$ cat src/rtl/bcd_pkg.sv
// Shared types and helpers for the chained BCD counter.
// Digit moduli alternate between even (MOD_LO) and odd (MOD_HI) positions.
package bcd_pkg;

  localparam int BCD_W = 4;

  typedef logic [BCD_W-1:0] bcd_t;

  // Modulus of digit position i: even positions use mod_lo, odd positions use mod_hi.
  function automatic bcd_t digit_mod(input int i, input int mod_lo, input int mod_hi);
    if ((i % 2) == 0) begin
      return bcd_t'(mod_lo);
    end
    return bcd_t'(mod_hi);
  endfunction

endpackage

$ cat src/rtl/bcd_chain_counter_if.sv
// Control and data bundle between a controller and the chained BCD counter.
// Strobe semantics: there is no valid/ready pair; ad/clr/ld are sampled on every
// rising edge and act in that edge; digits/ovf/unf are registered, carry is comb.
interface bcd_chain_counter_if #(
  parameter int DIGITS = 4
);

  logic                  stp;
  logic                  ad;
  logic                  dn;
  logic                  clr;
  logic                  ld;
  logic [4*DIGITS-1:0]   ld_val;
  logic [4*DIGITS-1:0]   digits;
  logic                  carry;
  logic                  ovf;
  logic                  unf;

  modport master (
    output stp,
    output ad,
    output dn,
    output clr,
    output ld,
    output ld_val,
    input  digits,
    input  carry,
    input  ovf,
    input  unf
  );

  modport slave (
    input  stp,
    input  ad,
    input  dn,
    input  clr,
    input  ld,
    input  ld_val,
    output digits,
    output carry,
    output ovf,
    output unf
  );

endinterface

$ cat src/rtl/bcd_digit_cell.sv
// One BCD digit with a runtime modulus: clear, clamped load, and up/down step.
// at_lim flags the value at which this digit passes a borrow/carry onward.
module bcd_digit_cell
  import bcd_pkg::*;
(
  input  logic clk,
  input  logic reset_n,
  input  bcd_t mod,
  input  logic en,
  input  logic dn,
  input  logic clr,
  input  logic ld,
  input  bcd_t ld_d,
  output bcd_t q,
  output logic at_lim
);

  bcd_t q_q;
  bcd_t q_d;
  bcd_t top_val;

  assign top_val = mod - bcd_t'(1);

  always_comb begin
    at_lim = 1'b0;
    if (dn) begin
      at_lim = (q_q == '0);
    end else begin
      at_lim = (q_q == top_val);
    end
  end

  always_comb begin
    q_d = q_q;
    if (clr) begin
      q_d = '0;
    end else if (ld) begin
      // Out-of-range nibbles are clamped so no illegal value is ever stored.
      if (ld_d >= mod) begin
        q_d = top_val;
      end else begin
        q_d = ld_d;
      end
    end else if (en) begin
      if (dn) begin
        if (q_q == '0) begin
          q_d = top_val;
        end else begin
          q_d = q_q - bcd_t'(1);
        end
      end else begin
        if (q_q == top_val) begin
          q_d = '0;
        end else begin
          q_d = q_q + bcd_t'(1);
        end
      end
    end
  end

  always_ff @(posedge clk or negedge reset_n) begin
    if (!reset_n) begin
      q_q <= '0;
    end else begin
      q_q <= q_d;
    end
  end

  assign q = q_q;

endmodule

$ cat src/rtl/bcd_chain_counter.sv
// Multi-digit BCD counter: ripple enable chain over per-digit cells, with a
// combinational whole-chain carry and registered one-cycle ovf/unf pulses.
module bcd_chain_counter
  import bcd_pkg::*;
#(
  parameter int DIGITS   = 4,
  parameter int MOD_LO   = 10,
  parameter int MOD_HI   = 10,
  parameter int SATURATE = 0
) (
  input  logic                clk,
  input  logic                reset_n,
  bcd_chain_counter_if.slave  bus
);

  localparam logic SAT_EN = (SATURATE != 0);

  bcd_t              digit_q [DIGITS];
  logic [DIGITS-1:0] at_lim;
  logic [DIGITS-1:0] dig_en;
  logic [DIGITS:0]   lim_below;
  logic              step_req;
  logic              step;
  logic              chain_lim;
  logic              carry;
  logic              ovf_q;
  logic              ovf_d;
  logic              unf_q;
  logic              unf_d;

  assign step_req = bus.ad & ~bus.stp & ~bus.clr & ~bus.ld;

  // lim_below[i] is high when every digit below position i sits at its limit.
  always_comb begin
    lim_below    = '0;
    lim_below[0] = 1'b1;
    for (int i = 0; i < DIGITS; i++) begin
      lim_below[i+1] = lim_below[i] & at_lim[i];
    end
  end

  assign chain_lim = lim_below[DIGITS];

  // In saturate mode a step that would wrap the whole chain is dropped.
  assign step  = step_req & ~(SAT_EN & chain_lim);
  assign carry = step_req & chain_lim & ~SAT_EN;

  always_comb begin
    dig_en = '0;
    for (int i = 0; i < DIGITS; i++) begin
      dig_en[i] = step & lim_below[i];
    end
  end

  for (genvar g = 0; g < DIGITS; g++) begin : g_digit
    localparam bcd_t DIG_MOD = digit_mod(g, MOD_LO, MOD_HI);

    bcd_digit_cell u_cell (
      .clk     (clk),
      .reset_n (reset_n),
      .mod     (DIG_MOD),
      .en      (dig_en[g]),
      .dn      (bus.dn),
      .clr     (bus.clr),
      .ld      (bus.ld),
      .ld_d    (bus.ld_val[g*BCD_W +: BCD_W]),
      .q       (digit_q[g]),
      .at_lim  (at_lim[g])
    );

    assign bus.digits[g*BCD_W +: BCD_W] = digit_q[g];
  end

  always_comb begin
    ovf_d = carry & ~bus.dn;
    unf_d = carry & bus.dn;
  end

  always_ff @(posedge clk or negedge reset_n) begin
    if (!reset_n) begin
      ovf_q <= 1'b0;
      unf_q <= 1'b0;
    end else begin
      ovf_q <= ovf_d;
      unf_q <= unf_d;
    end
  end

  assign bus.carry = carry;
  assign bus.ovf   = ovf_q;
  assign bus.unf   = unf_q;

endmodule

$ cat src/flat_wrapper.sv
// flat-port wrapper written by rule: the top's interface ports become plain ports
module bcd_chain_counter_flat import bcd_pkg::*;
#(
  parameter int DIGITS   = 4,
  parameter int MOD_LO   = 10,
  parameter int MOD_HI   = 10,
  parameter int SATURATE = 0
)
  (clk, reset_n, bus_stp, bus_ad, bus_dn, bus_clr, bus_ld, bus_ld_val, bus_digits, bus_carry, bus_ovf, bus_unf);
  bcd_chain_counter_if #(.DIGITS(DIGITS)) bus_i ();
  input  logic clk;
  input  logic reset_n;
  input wire logic [$bits(bus_i.stp)-1:0] bus_stp;
  input wire logic [$bits(bus_i.ad)-1:0] bus_ad;
  input wire logic [$bits(bus_i.dn)-1:0] bus_dn;
  input wire logic [$bits(bus_i.clr)-1:0] bus_clr;
  input wire logic [$bits(bus_i.ld)-1:0] bus_ld;
  input wire logic [$bits(bus_i.ld_val)-1:0] bus_ld_val;
  output wire logic [$bits(bus_i.digits)-1:0] bus_digits;
  output wire logic [$bits(bus_i.carry)-1:0] bus_carry;
  output wire logic [$bits(bus_i.ovf)-1:0] bus_ovf;
  output wire logic [$bits(bus_i.unf)-1:0] bus_unf;
  assign bus_i.stp = bus_stp;
  assign bus_i.ad = bus_ad;
  assign bus_i.dn = bus_dn;
  assign bus_i.clr = bus_clr;
  assign bus_i.ld = bus_ld;
  assign bus_i.ld_val = bus_ld_val;
  assign bus_digits = bus_i.digits;
  assign bus_carry = bus_i.carry;
  assign bus_ovf = bus_i.ovf;
  assign bus_unf = bus_i.unf;
  bcd_chain_counter #(.DIGITS(DIGITS), .MOD_LO(MOD_LO), .MOD_HI(MOD_HI), .SATURATE(SATURATE)) u_core (.clk(clk), .reset_n(reset_n), .bus(bus_i));
endmodule
$ cat config.mk
export PLATFORM = sky130hd
export DESIGN_NAME = bcd_chain_counter_flat
export DESIGN_NICKNAME = d
export VERILOG_FILES = /design/src/rtl/bcd_pkg.sv /design/src/rtl/bcd_chain_counter_if.sv /design/src/rtl/bcd_digit_cell.sv /design/src/rtl/bcd_chain_counter.sv /design/src/flat_wrapper.sv
export SDC_FILE = /design/constraint.sdc
export NUM_CORES = 1
export LEC_CHECK = 0
export CORE_MARGIN = 1
export CORE_UTILIZATION = 50
export DETAILED_ROUTE_END_ITERATION = 6
export GPL_ROUTABILITY_DRIVEN = 0
export PLACE_DENSITY = 0.74
export RECOVER_POWER = 100
export SLEW_MARGIN = 40
export SYNTH_ARGS = -nofsm -noshare
export SYNTH_HDL_FRONTEND = slang
export SYNTH_HIERARCHICAL = 1
export SYNTH_SLANG_ARGS = --single-unit
export TNS_END_PERCENT = 1
$ cat constraint.sdc
create_clock -name clk -period 2.45 [get_ports clk]
set_input_delay 0.3675 -clock clk [delete_from_list [all_inputs] [get_ports clk]]
set_output_delay 0.3675 -clock clk [all_outputs]
set_load 0.01 [all_outputs]
# After elaboration in Yosys (flattened, before gate mapping)
# Cells that the tools add are included.
# totals
regBits	18
latchBits	0
mem_bits_rw	0
mem_bits_ro	0
in_bits	23
output_inout_bits	19
word_cells	78
mem_count	0
# op_classes
addsub	8
n_mul	0
div_mod_pow	0
magnitude_cmp	4
eq_ne	4
shifts	0
n_mux	32
bitwise_logic	16
reduce_logical	8
# op_table
operator	count
$mux 4	28
$add 4x1->4 const B	4
$eq 4x4->1 const B	4
$ge 4x4->1 const B	4
$logic_not 4->1	4
$sub 4x1->4 const B	4
$and 1x1->1	12
$reduce_bool 3->1	4
$mux 1	4
$not 1->1	4

# Logic depth before layout (Yosys ltp)
# logic_depth
ltp_word	8
depth_mapped	11
depth_no_buf	11

# Cells and area by module
# The synthesis kept the hierarchy.
# modules_own_cells
module	n_inst	cells_per_inst	area_per_inst_um2	seq_area_each_um2
bcd_digit_cell	4	85	710.7	100.1
bcd_chain_counter	1	14	122.6	50.0

# Worst setup path before layout
# No wires, ideal clock.
# synth_path
path_kind	reg-to-reg
start	reg u_core.g_digit[0].u_cell.q_q[0]
end	reg u_core.g_digit[3].u_cell.q_q[2]
setup_time_ns	0.079
t_arrival_ns	2.100
t_required_ns	2.371
slack_ns	0.270
stages_incl_launch_ff	11
n_path_buf	0
period_less_slack_ns	2.180
path_cell_list	dfrtp_1 inv_1 ha_1 nor2b_1 and3_1 o21bai_1 and4_1 nor2_1 nor2_1 and3_1 a2bb2oi_1
# synth_via
elab_chain_len	6
elab_cells_between_ends	7
classes_between	1 x eq/ne; 1 x mux; 3 x bitwise; 2 x reduce/logical
# synth_rtl
item	line_no	rtl
start: declaration	bcd_digit_cell.sv:18	bcd_t q_q;
start signal: assignment	bcd_digit_cell.sv:65	q_q <= q_d;
$eq 4x4->1 or $logic_not 4->1 (tied branches)	bcd_digit_cell.sv:29, bcd_digit_cell.sv:27	
$mux 1 *	bcd_digit_cell.sv:26	if (dn) begin
named net u_core.at_lim[0]	bcd_chain_counter.sv:19	logic [DIGITS-1:0] at_lim;
$and 1x1->1 * (2 in series)	bcd_chain_counter.sv:38	lim_below[i+1] = lim_below[i] & at_lim[i];
$and 1x1->1 *	bcd_chain_counter.sv:51	dig_en[i] = step & lim_below[i];
named net u_core.dig_en[3]	bcd_chain_counter.sv:20	logic [DIGITS-1:0] dig_en;
$reduce_bool 3->1 (no line) *	n/a	
end signal: assignment	bcd_digit_cell.sv:65	
end: declaration	bcd_digit_cell.sv:18	
# The timed path passes the listed nets; every way through them passes the cells marked *.
# A chain may end at the register's enable or synchronous reset.

# Worst setup path in the final report
# layout_path
start	reg u_core.g_digit[1].u_cell.q_q[1]
end	reg u_core.g_digit[3].u_cell.q_q[2]
# layout_via
elab_chain_len	6
elab_cells_between_ends	7
classes_between	1 x eq/ne; 1 x mux; 3 x bitwise; 2 x reduce/logical
# layout_rtl
item	line_no
start: declaration	bcd_digit_cell.sv:18
start signal: assignment	bcd_digit_cell.sv:65
$eq 4x4->1 or $logic_not 4->1 (tied branches)	bcd_digit_cell.sv:29, bcd_digit_cell.sv:27
$mux 1 *	bcd_digit_cell.sv:26
named net u_core.at_lim[1]	bcd_chain_counter.sv:19
$and 1x1->1 * (2 in series)	bcd_chain_counter.sv:38
$and 1x1->1 *	bcd_chain_counter.sv:51
named net u_core.dig_en[3]	bcd_chain_counter.sv:20
$reduce_bool 3->1 (no line) *	n/a
# Marked as above.

==> results by group <==
CTS
  • CTS Buf Count: 3
  • Hold_buf cts: 0
  • TritonCTS clock tree: yes
  • CTS root buf: clkbuf_8
  • CTS max path bufs: 2
  • Clock Sink Count: 18
  • H-tree depth: 1
  • Clk_lat worst skew: 0.26 ns
  • Worst-path clk slew: ~0.080 ns

Die
  • Initial core utilization: 0.529
  • Die ar.: ~6200 µm²
  • Placeable Area: between 5000 and 6000 µm²
  • I/O pins: between 40 and 50
  • Row cnt: 27
  • Die Span Y: just under 80 µm
  • Die width: 79.0 µm

Critical path
  • R2r endpoint: u_core/g_digit[3].u_cell/q[2]
  • Worst Path Max Fanout: 5
  • R2r startpoint: u_core/g_digit[1].u_cell/q[1]
  • Crit end category: flop
  • Critical path required time: 2.58 ns
  • CP Class: reg2reg
  • Worst r2r path cells: 12
  • Worst setup SP type: flop
  • WP data arrival: about 2.6 ns
  • R2r setup slk: roughly 0.027 ns

Timing
  • Fin crit period: 2.42 ns
  • WHS: between 0.6 and 0.7 ns
  • Fmax: between 400 and 500 MHz
  • Final Max Slew Viols: 0
  • Final Skew: approximately 0.0073 ns
  • Endpoints failing setup: 0
  • Slew HR: 0.280
  • Period Utilization, post-route: 0.989
  • Final Hold Vio Count: 0
  • Worst slew pin tran: around 1.1 ns

Synthesis
  • Synth top area share: 0.152
  • EDFF count, synth: 0
  • Main synth FF type: dfrtp_1
  • Synth async-reset ratio: 1.00
  • Yosys top cell by area: dfrtp_1
  • Synth cell types: between 40 and 50
  • Mapped Area: between 2000 and 3000 µm²
  • Synth area leaders: dfrtp_1 15%, ha_1 12%, xnor2_1 5.9%
  • Synth Instances: 354
  • Synthesis-stage register bit count: 18
  • Sequential area share after synthesis: 0.152
  • Syn. warnings: 6
  • Syn Area/Cell: ~8.4 µm²

Finish
  • Commonest non-fill, non-tap cells in the layout: 52 x conb_1, 49 x buf_4, 38 x inv_1
  • Share of layout cells above drive strength 1: 0.206
  • Final instance area: 4120 µm²
  • ANT cells: 0
  • Area growth syn-to-layout: 39.0%
  • Commonest non-fill, non-tap cell in the layout: conb_1
  • Nets: about 550

Route
  • Routed vias: about 3300
  • Met3 routed WL: around 550 µm
  • WL/cell: approximately 14 µm
  • Remaining antenna violation count after routing: 0
  • Uppermost layer routed: met4
  • Vias/cell: 5.75
  • DR iter-0 viols: 312
  • Met2 routed WL: approximately 3900 µm
  • DRC: 0
  • Post-Route M1 WL: between 3000 and 4000 µm
  • Final wirelength: 8140 µm
  • First-pass DRT Iterations: 6

Hold path
  • Min-Delay Path Class: reg2reg
  • Worst Min Path Start: u_core/g_digit[3].u_cell/q[1]
  • Hold Crit Depth: 2
  • Hold endpoint: u_core/g_digit[3].u_cell/q[1]

Global route
  • Vias in the first global route: between 3000 and 4000
  • Initial antenna violation count: 0
  • First-pass GRT wire length: 13600 µm
  • Largest net degree at the start of global routing: 41
  • Total gr overflow: 0
  • Aggregate global-route resource usage: 0.268

Power
  • VDD IR max: about 0.27 mV
  • Pleak: slightly below 2 nW
  • Pwr dens: ~370 nW/µm²

Job
  • Max-cap violations: 0

Placed design
  • Cell Area, Placed: about 3900 µm²
  • Dpl hpwl: approximately 6300 µm
  • Number of I/O port buffers: 41

Run status
  • Status: complete, no violations
## synthesized netlist by cell type (5+ instances only)
| master | n |
|---|---|
| dfrtp_1 | 18 |
| ha_1 | 28 |
| xnor2_1 | 20 |
| nor2_1 | 21 |
| and3_1 | 8 |
| o21ai_1 | 8 |
| nor2b_1 | 8 |
| nand3_1 | 8 |
| o21ai_0 | 12 |
| nand4_1 | 5 |
| a21oi_1 | 12 |
| a221o_1 | 8 |
| buf_2 | 8 |
| inv_1 | 41 |
| nor3_1 | 18 |
| and2_1 | 8 |
| nand2b_1 | 8 |
| o31ai_1 | 8 |
| mux2i_1 | 8 |
## final cells by class
type | count | area (µm²)
clock buffer | 4 | 55.1
multi-input combinational | 336 | 2570
tap | 72 | 90.1
timing repair buffer | 94 | 796
sequential | 18 | 450
inverter | 42 | 158
fill | 464 | 1490
## state kept, by name, summed over array words and instances (netlist names)
name,count
u_core/bus.ovf,1
u_core/bus.unf,1
u_core/g_digit.u_cell/q,16
## metal layers
| metal | vias to the layer above | GRT usage |
|---|---|---|
| li1 | 1580 | - |
| met5 | - | 0 |
| met3 | 23 | 0.0437 |
| met4 | 0 | 0.0745 |
| met1 | 1511 | 0.355 |
| met2 | 139 | 0.448 |
## stage by stage
| stage | instances | worst slack (ns) | setup TNS [ns] | util | total power, mW |
|---|---|---|---|---|---|
| CTS | 562 | 0.00272 | 0 | 0.720 | 1.47 |
| detailed placement | 552 | -0.166 | -0.166 | 0.702 | 1.21 |
| finish | 566 | 0.0265 | 0 | 0.735 | 1.53 |
| floorplan | 404 | 0.270 | 0 | - | 0.908 |
| global route | 566 | -0.0499 | -0.144 | 0.735 | 1.63 |
| global placement | 552 | -0.101 | -0.101 | 0.702 | 1.20 |
## kinds of logic after synthesis
family / share of synthesized area
AOI/OAI and AO/OA: 0.305
xor gates and xnor gates: 0.125
adders and majority gates: 0.118
buffers and inverters: 0.0667
DFF: 0.152
muxes: 0.0422
other: 0.00253
and+or+nand+nor: 0.188
## critical path, cell delays in order, from the launching register on
cell	delay, ns
dfrtp_1	0.38
buf_4	0.16
xnor2_1	0.16
nor2_2	0.14
nand3_1	0.12
o21bai_1	0.24
buf_4	0.16
buf_4	0.10
and4_1	0.27
o21ai_0	0.14
a21oi_1	0.20
a21oi_1	0.10
a2bb2oi_1	0.15
## power by group
part	switching, mW	internal, mW	leakage [nW]
Sequential	0.0236	0.324	0.239
Combinational	0.472	0.457	1.69
Clock	0.108	0.143	0.0288
Total	0.604	0.924	1.95
## repair_timing
| action | 4_1_cts | 5_1_grt |
|---|---|---|
| endpoints found under the setup margin | 1 | 3 |
| buffers inserted | 6 | 4 |
| gates resized for setup | 2 | 23 |
| pin swaps | 1 | 7 |
## worst max-delay path by stage
| stage | from | endpoint | slack (ns) |
|---|---|---|---|
| 3_5_place_dp | bus_dn | bus_carry | -0.17 |
| 2_1_floorplan | u_core/g_digit[0].u_cell/q[0] | u_core/g_digit[3].u_cell/q[2] | 0.27 |
| 6_report | u_core/g_digit[1].u_cell/q[1] | u_core/g_digit[3].u_cell/q[2] | 0.03 |
| 3_3_place_gp | bus_dn | bus_carry | -0.10 |
| 4_1_cts | u_core/g_digit[0].u_cell/q[1] | bus_carry | 0.003 |
| 5_1_grt | u_core/g_digit[1].u_cell/q[1] | u_core/bus.ovf | -0.05 |
Power figures use the tool's default switching activity.
